==> src/rtl/sort_result_reader_pkg.sv <==
// Shared constants and state encoding for the bubble-sort result read-back path.
package sort_result_reader_pkg;

  localparam int unsigned DATA_WIDTH = 32;
  localparam int unsigned ADDR_WIDTH = 10;
  localparam int unsigned SIZE_ADDR  = 1023;

  typedef enum logic [2:0] {
    ST_IDLE    = 3'd0,
    ST_RD_SIZE = 3'd1,
    ST_READ    = 3'd2,
    ST_OUT     = 3'd3,
    ST_DONE    = 3'd4
  } state_t;

endpackage : sort_result_reader_pkg

==> src/rtl/sort_result_reader_order_checker.sv <==
// Tracks the previously captured element and flags the first descending step.
//   clk, rst   : clock, async active-low reset
//   clear      : wipe prev and the sticky error at the start of a read-back
//   sample     : data/idx are a freshly read element
//   idx, data  : element index and value (signed)
//   error      : sticky order-violation flag
//   err_idx    : index of the first violating element
module sort_result_reader_order_checker
  import sort_result_reader_pkg::*;
#(
  parameter int unsigned dataWidth = DATA_WIDTH,
  parameter int unsigned addrWidth = ADDR_WIDTH
) (
  input  logic                 clk,
  input  logic                 rst,
  input  logic                 clear,
  input  logic                 sample,
  input  logic [addrWidth-1:0] idx,
  input  logic [dataWidth-1:0] data,
  output logic                 error,
  output logic [addrWidth-1:0] err_idx
);

  logic [dataWidth-1:0] prev_q;
  logic                 descend_c;

  // Element 0 has no predecessor; equal neighbours are legal.
  assign descend_c = (idx != '0) && ($signed(data) < $signed(prev_q));

  always_ff @(posedge clk or negedge rst) begin
    if (!rst) begin
      prev_q  <= '0;
      error   <= 1'b0;
      err_idx <= '0;
    end else if (clear) begin
      prev_q  <= '0;
      error   <= 1'b0;
      err_idx <= '0;
    end else if (sample) begin
      prev_q <= data;
      if (descend_c && !error) begin
        error   <= 1'b1;
        err_idx <= idx;
      end
    end
  end

endmodule : sort_result_reader_order_checker

==> src/rtl/sort_result_reader.sv <==
// Reads the element count and the sorted array back from the sorter memory and
// streams the elements on a valid/ready port while checking ascending order.
//   clk, rst          : clock, async active-low reset
//   Start             : begin a read-back (honoured only in IDLE)
//   RAddr / RData     : memory read port (registered address, same-cycle data)
//   OData/OValid/OLast: output stream, OReady is the downstream accept
//   Done              : one-cycle end-of-read-back pulse
//   Error / ErrIdx    : sticky first order violation and its element index
module sort_result_reader
  import sort_result_reader_pkg::*;
#(
  parameter int unsigned dataWidth = DATA_WIDTH,
  parameter int unsigned addrWidth = ADDR_WIDTH,
  parameter int unsigned sizeAddr  = SIZE_ADDR
) (
  input  logic                 clk,
  input  logic                 rst,
  input  logic                 Start,
  output logic [addrWidth-1:0] RAddr,
  input  logic [dataWidth-1:0] RData,
  output logic [dataWidth-1:0] OData,
  output logic                 OValid,
  input  logic                 OReady,
  output logic                 OLast,
  output logic                 Done,
  output logic                 Error,
  output logic [addrWidth-1:0] ErrIdx
);

  localparam logic signed [dataWidth-1:0] SIZE_LIM = dataWidth'(sizeAddr);

  state_t               state_q, state_d;
  logic [addrWidth-1:0] raddr_d;
  logic [dataWidth-1:0] odata_d;
  logic                 ovalid_d, olast_d;
  logic [addrWidth-1:0] size_q, size_d;
  logic [addrWidth-1:0] idx_q, idx_d;
  logic                 sample_c, clear_c;
  logic signed [dataWidth-1:0] rdata_s;

  assign rdata_s = RData;

  // State and registered outputs.
  always_ff @(posedge clk or negedge rst) begin
    if (!rst) begin
      state_q <= ST_IDLE;
      RAddr   <= '0;
      OData   <= '0;
      OValid  <= 1'b0;
      OLast   <= 1'b0;
      Done    <= 1'b0;
      size_q  <= '0;
      idx_q   <= '0;
    end else begin
      state_q <= state_d;
      RAddr   <= raddr_d;
      OData   <= odata_d;
      OValid  <= ovalid_d;
      OLast   <= olast_d;
      // Done mirrors the DONE state so a Start during the pulse is ignored.
      Done    <= (state_d == ST_DONE);
      size_q  <= size_d;
      idx_q   <= idx_d;
    end
  end

  // Next-state and next-output logic.
  always_comb begin
    state_d  = state_q;
    raddr_d  = RAddr;
    odata_d  = OData;
    ovalid_d = OValid;
    olast_d  = OLast;
    size_d   = size_q;
    idx_d    = idx_q;
    sample_c = 1'b0;
    clear_c  = 1'b0;

    unique case (state_q)
      ST_IDLE: begin
        if (Start) begin
          state_d = ST_RD_SIZE;
          raddr_d = addrWidth'(sizeAddr);
          clear_c = 1'b1;
        end
      end

      ST_RD_SIZE: begin
        size_d = RData[addrWidth-1:0];
        if (RData[dataWidth-1] || (RData == '0)) begin
          state_d = ST_DONE;
        end else begin
          if (rdata_s > SIZE_LIM) begin
            size_d = addrWidth'(sizeAddr);
          end
          idx_d   = '0;
          raddr_d = '0;
          state_d = ST_READ;
        end
      end

      ST_READ: begin
        odata_d  = RData;
        ovalid_d = 1'b1;
        olast_d  = (idx_q == (size_q - addrWidth'(1)));
        sample_c = 1'b1;
        state_d  = ST_OUT;
      end

      ST_OUT: begin
        if (OReady) begin
          ovalid_d = 1'b0;
          olast_d  = 1'b0;
          if (OLast) begin
            state_d = ST_DONE;
          end else begin
            idx_d   = idx_q + addrWidth'(1);
            raddr_d = idx_q + addrWidth'(1);
            state_d = ST_READ;
          end
        end
      end

      ST_DONE: begin
        state_d = ST_IDLE;
      end

      default: begin
        state_d = ST_IDLE;
      end
    endcase
  end

  sort_result_reader_order_checker #(
    .dataWidth (dataWidth),
    .addrWidth (addrWidth)
  ) u_order_checker (
    .clk     (clk),
    .rst     (rst),
    .clear   (clear_c),
    .sample  (sample_c),
    .idx     (idx_q),
    .data    (RData),
    .error   (Error),
    .err_idx (ErrIdx)
  );

endmodule : sort_result_reader

==> config.mk <==
export PLATFORM = sky130hd
export DESIGN_NAME = sort_result_reader
export DESIGN_NICKNAME = d
export VERILOG_FILES = /design/src/rtl/sort_result_reader_pkg.sv /design/src/rtl/sort_result_reader_order_checker.sv /design/src/rtl/sort_result_reader.sv
export SDC_FILE = /design/constraint.sdc
export NUM_CORES = 1
export LEC_CHECK = 0
export BUFFER_PORTS_ARGS = -buffer_cell sky130_fd_sc_hd__buf_2
export CELL_PAD_IN_SITES_DETAIL_PLACEMENT = 0
export CELL_PAD_IN_SITES_GLOBAL_PLACEMENT = 1
export CORE_MARGIN = 2
export CORE_UTILIZATION = 40
export CTS_BUF_LIST = sky130_fd_sc_hd__clkbuf_2 sky130_fd_sc_hd__clkbuf_4 sky130_fd_sc_hd__clkbuf_8
export DETAILED_ROUTE_END_ITERATION = 6
export PLACE_DENSITY = 0.79
export SETUP_SLACK_MARGIN = 0.5
export SLEW_MARGIN = 25
export SYNTH_ARGS = -nofsm -noshare
export SYNTH_HDL_FRONTEND = slang
export SYNTH_SLANG_ARGS = --single-unit
export TNS_END_PERCENT = 20
==> constraint.sdc <==
create_clock -name clk -period 2.2 [get_ports clk]
set_input_delay 0.22 -clock clk [delete_from_list [all_inputs] [get_ports clk]]
set_output_delay 0.22 -clock clk [all_outputs]
set_load 0.02 [all_outputs]
Word level (Yosys, flattened, before mapping) --
Index checks and enable logic that the tools add are counted.
Storage, ports and cells: register bits 111, output and inout port bits 56
Cells by class: add/subtract/negate cells 2, $lt $le $gt $ge 2, equal/unequal tests 9, muxes and demuxes 27, reductions and logical operators 16
Operator list (number):
- two-way mux 10 bit | 9
- two-way mux 32 bit | 2
- > comparator 32 x 11 -> 1 bit, second input constant | 1
- zero test 32 bit | 1
- < comparator 32 bit | 1
- one-hot mux 10 bit (3 select lines) | 1
- one-hot mux 10 bit (2 select lines) | 1
- two-way mux 3 bit | 4
- one-hot mux 3 bit (4 select lines) | 1
- adder 10 x 1 -> 10 bit, second input constant | 1
- == test 10 bit | 1
- nonzero test 10 bit | 1
- subtractor 10 x 1 -> 10 bit, second input constant | 1
- != test 2 bit, second input constant | 4
- nonzero test 2 bit | 4
- two-way mux 1 bit | 7
- == test 3 x 2 -> 1 bit, second input constant | 2
- AND reduction 5 bit | 1
- one-hot mux 1 bit (2 select lines) | 2
- AND reduction 2 bit | 2
- AND reduction 4 bit | 1
- == test 3 x 1 -> 1 bit, second input constant | 1
- == test 3 bit, second input constant | 1
- zero test 3 bit | 1
- 4 further kinds | 5

Longest topological paths before layout --
word-level depth 6, mapped depth 10

By module --
From an unflattened synthesis, not the netlist that was laid out.
Unflattened totals: cell total of the unflattened synthesis 553, area total of the unflattened synthesis 5964.5 um^2
By module, submodules not included:
- sort_result_reader | times used 1, cells an instance 286, area each 3294.4 um^2
- sort_result_reader_order_checker | times used 1, cells an instance 267, area each 2670.1 um^2

Least setup slack after synthesis --
OpenSTA, ideal clock, no wires.
kind flip-flop to flip-flop, start point register u_order_checker.prev_q[30], end point register u_order_checker.err_idx[3], setup time 0.125 ns, arrival 2.319 ns, data required time 2.075 ns, setup slack -0.244 ns, stages on the path, launching flop included 11, path buffers 1, period minus slack after synthesis 2.444 ns, cell sequence dfrtp_1 -> inv_1 -> ha_1 -> a21oi_1 -> nand2_1 -> a221o_1 -> a311oi_1 -> o31a_1 -> mux2_4 -> buf_6 -> mux2_4
Between the ends: cells in the longest elaborated chain, start to end 5
RTL lines:
- start: declaration | line sort_result_reader_order_checker.sv:24 | logic [dataWidth-1:0] prev_q;
- start signal: assignment | line sort_result_reader_order_checker.sv:40 | prev_q <= data;
- < comparator 32 bit | line sort_result_reader_order_checker.sv:28 | assign descend_c = (idx != '0) && ($signed(data) < $signed(prev_q));
- logical AND 1 bit | line sort_result_reader_order_checker.sv:28
- logical AND 1 bit | line sort_result_reader_order_checker.sv:41 | if (descend_c && !error) begin
- nonzero test 2 bit (no line)
- AND reduction 2 bit (no line)
- end signal: assignment | line sort_result_reader_order_checker.sv:43 | err_idx <= idx;
- end: declaration | line sort_result_reader_order_checker.sv:21 | output logic [addrWidth-1:0] err_idx
No other way between the ends. A chain may end at the register's enable or synchronous reset.

Worst setup path in the final report --
start point register u_order_checker.prev_q[2], end point register u_order_checker.err_idx[5]
Same word-level chain as after synthesis.

==> flow_summary.toml <==
[grt]
grt_max_degree = 64
grt_pass1_wl_mm = 22.7
overflow = 0
track_usage = 0.190
grt_pass1_vias = 4586
antenna_found_initial = 0

[synthesis]
seq_area_frac_synth = 0.492
syn_nets = 665
synthMuxAreaShare = 0.0251
synth_top_area_cell = "dfrtp_1"
ys.flop_type = "dfrtp_1"
synth_top_family_by_area = "simple AND/OR/NAND/NOR gates"
synth-seq-cells = 111
synthAdderAreaFrac = 0.0754
synthSimpleGateAreaFrac = 0.179
synth_edf_count = 0
synth_cells = 595
synth_cell_types = 47
ys_top_cells_by_area = "dfrtp_1 (49%), nand2_1 (8.3%), ha_1 (7.5%), a22o_1 (4.8%), inv_1 (2.6%)"
synthArstFlopShare = 1.00
synth_top_area_frac = 0.492
yosysWarnings = 0
syn_area_per_cell_um2 = 9.48
synth.cell_area_um2 = 5640
synth_xor_area_frac = 0.0357
synth-compound-area-share = 0.141

[die]
core_um2 = 13800
die-area_um2 = 15100
ioPinCount = 92
initial_core_util = 0.408
rows = 43
dieWidth_um = 123
die_height_um = 123

[cells_and_area]
antenna-diode-count = 0
drive_above_1_share = 0.293
nets = 802
area_growth_pct = 26.8
finish.utilization = 0.517

[drt]
dr.pass1.iters = 4
wl_per_cell_um = 15.2
ant_nets = 0
num_vias = 4687
vias_per_cell = 5.12
wl_mm = 13.9
drt_iter0_markers = 231
drc = 0

[sta]
worst_slack_ns = -0.419
finalHoldViolations = 0
skew_ns = 0.0106
finalCritPeriodShare = 1.19
period_minus_slack_ns = 2.62
finalSetupViolations = 11
slew_violations = 0
rsz0062_at_grt = "true"
max_freq_ghz = 0.382
worstMarginPinSlew_ns = 0.467
maxSlewHeadroom = 0.689

[critical_path]
cp.required_ns = 2.47
arrival_ns = 2.89
worst_path_max_delay_cell = "dfrtp_1"
crit_top_cell = "mux2_4"
crit_buf_inv = 1
max_stage_delay_ns = 0.40
crit_chain = "inv_2 -> ha_4 -> a211o_1 -> a31oi_1 -> o221ai_2 -> a211oi_2 -> o31a_1 -> mux2_4 -> mux2_4"
cp_max_fo = 5
worstSetupEndpointType = "flip-flop"
crit_family = "compound AO/OA/AOI/OAI gates"
crit_type = "reg2reg"
cp-start-kind = "flip-flop"

[cts]
htreeDepth = 3
clock-sinks = 111
cts.clk_slew.worst_paths_ns = 0.10
clk_latency_ns = 0.39
cts_made_buffers = 9
clockRootBuffer = "clkbuf_8"
cts_tree = "yes"
cts_buffer_depth = 2

[run_status]
failed_checks = "setup timing"
outcome = "complete, but fails checks"

[placement]
pre_cts_slack_ns = -0.453
port_buffers = 91
gp_congestion = 0.850
hpwl_mm = 9.86

[worst_hold_path]
hp-class = "in2reg"

[pwr]
finalPower_uw = 9010
pwr_density_cell_nw_per_um2 = 1260
power_leakage_uw = 0.00354
peakVddDrop_v = 0.000676

[flow_run]
drv_cap = 0
[placed cells by master (no fill, tap or decap), drive strengths merged, types with 2 or more instances in the layout]
master,Yosys,layout
a21o,2,2
a21oi,27,27
a22o,31,31
a31oi,4,4
and2,5,5
and3,2,2
and4,2,2
buf,7,155
clkbuf,24,11
clkinv,0,2
dfrtp,111,111
ha,34,34
inv,39,39
mux2,7,8
mux2i,4,4
nand2,125,125
nand2b,6,6
nand3,8,8
nand4,9,9
nor2,36,36
nor2b,7,7
nor3,7,7
nor4,7,7
o21ai,39,39
o31ai,9,9
or2,2,2
or4,6,6
xnor2,11,11
xor2,12,12
[worst paths after layout]
check | start | to | slack, ns | cells past startpoint
setup / recovery | u_order_checker.prev_q[2] | u_order_checker.err_idx[5] | -0.42 | 9
max in group asynchronous | rst | u_order_checker.prev_q[25] | 1.28 | 3
setup reg to reg | u_order_checker.prev_q[2] | u_order_checker.err_idx[5] | -0.42 | 9
hold / removal | RData[12] | OData[12] | 0.08 | 3
hold reg to reg | OData[22] | OData[22] | 0.48 | 2
min in group asynchronous | rst | RAddr[4] | 0.30 | 2
[repair_timing]
item / in CTS / in global routing
setup buffers: 0 / 4
gates resized for setup: 42 / 23
endpoints found under the setup margin: 37 / 35
gates cloned: 1 / 0
hold buffers: 1 / 0
hold endpoints to repair: 26 / 0
pin swaps: 19 / 25
[cell type report]
class | instances | area, um2
clock buffers | 11 | 139
clock inverters | 4 | 47.5
fillers | 1309 | 6680
inverters | 39 | 146
multi-input cells | 415 | 2800
flip-flops and latches | 111 | 2780
well taps | 180 | 225
repair buffers | 156 | 1020
[worst min-delay path: stages]
cell and delay (ns):
buf_2 0.11, nand2_1 0.05, nand2_1 0.05
[Yosys cell counts, types with 3 or more instances]
| cell type | count |
|---|---|
| nand2_1 | 125 |
| dfrtp_1 | 111 |
| inv_1 | 39 |
| nor2_1 | 36 |
| ha_1 | 34 |
| a22o_1 | 31 |
| o21ai_0 | 28 |
| a21oi_1 | 25 |
| clkbuf_1 | 24 |
| xor2_1 | 12 |
| o21ai_1 | 11 |
| xnor2_1 | 11 |
| nand4_1 | 9 |
| o31ai_1 | 9 |
| nand3_1 | 8 |
| nor2b_1 | 7 |
| nor3_1 | 7 |
| mux2_4 | 6 |
| nand2b_1 | 6 |
| nor4_1 | 6 |
| or4_1 | 6 |
| and2_1 | 5 |
| a31oi_1 | 4 |
| mux2i_1 | 4 |
| buf_1 | 3 |
| buf_6 | 3 |
[logic make-up after synthesis]
logic type,Yosys count
AO/OA/AOI/OAI,121
XOR/XNOR,23
adder cells (fa/ha/maj),34
buffers and inverters,70
flip-flops,111
multiplexers,11
AND/OR/NAND/NOR,225
[where the power goes]
group          switching (uW)  internal [uW]  total (uW)
logic                    2640           1810        4450
registers                 503           2820        3330
clock network             686            543        1230
total                    3830           5170        9010
[sequential cells by signal, summed over array words and instances, names as in the netlist]
| name | flops |
|---|---|
| u_order_checker.prev_q | 32 |
| idx_q | 10 |
| u_order_checker.err_idx | 10 |
| Done | 1 |
| OLast | 1 |
| RAddr | 10 |
| OValid | 1 |
| OData | 32 |
| size_q | 10 |
| u_order_checker.error | 1 |
| state_q | 3 |
[per-stage QoR]
stage	hold WS [ns]	cells	TNS [ns]	area, um2
finish	0.0785	916	-4.01	7150
CTS	0.0653	912	-3.76	7010
floorplan	-0.0756	595	-0.990	5660
global placement	0.170	895	-7.42	6680
detailed placement	0.173	895	-8.52	6680
global route	0.0788	916	-5.08	7150
[metal layers]
layer  track usage  share of wire  up-vias
li1              -              -     2309
met1         0.270           0.48     2265
met2         0.291           0.46       98
met3        0.0311          0.043       15
met4        0.0704          0.017        0
met5             0              0        -
(Power assumes the default switching activity.)
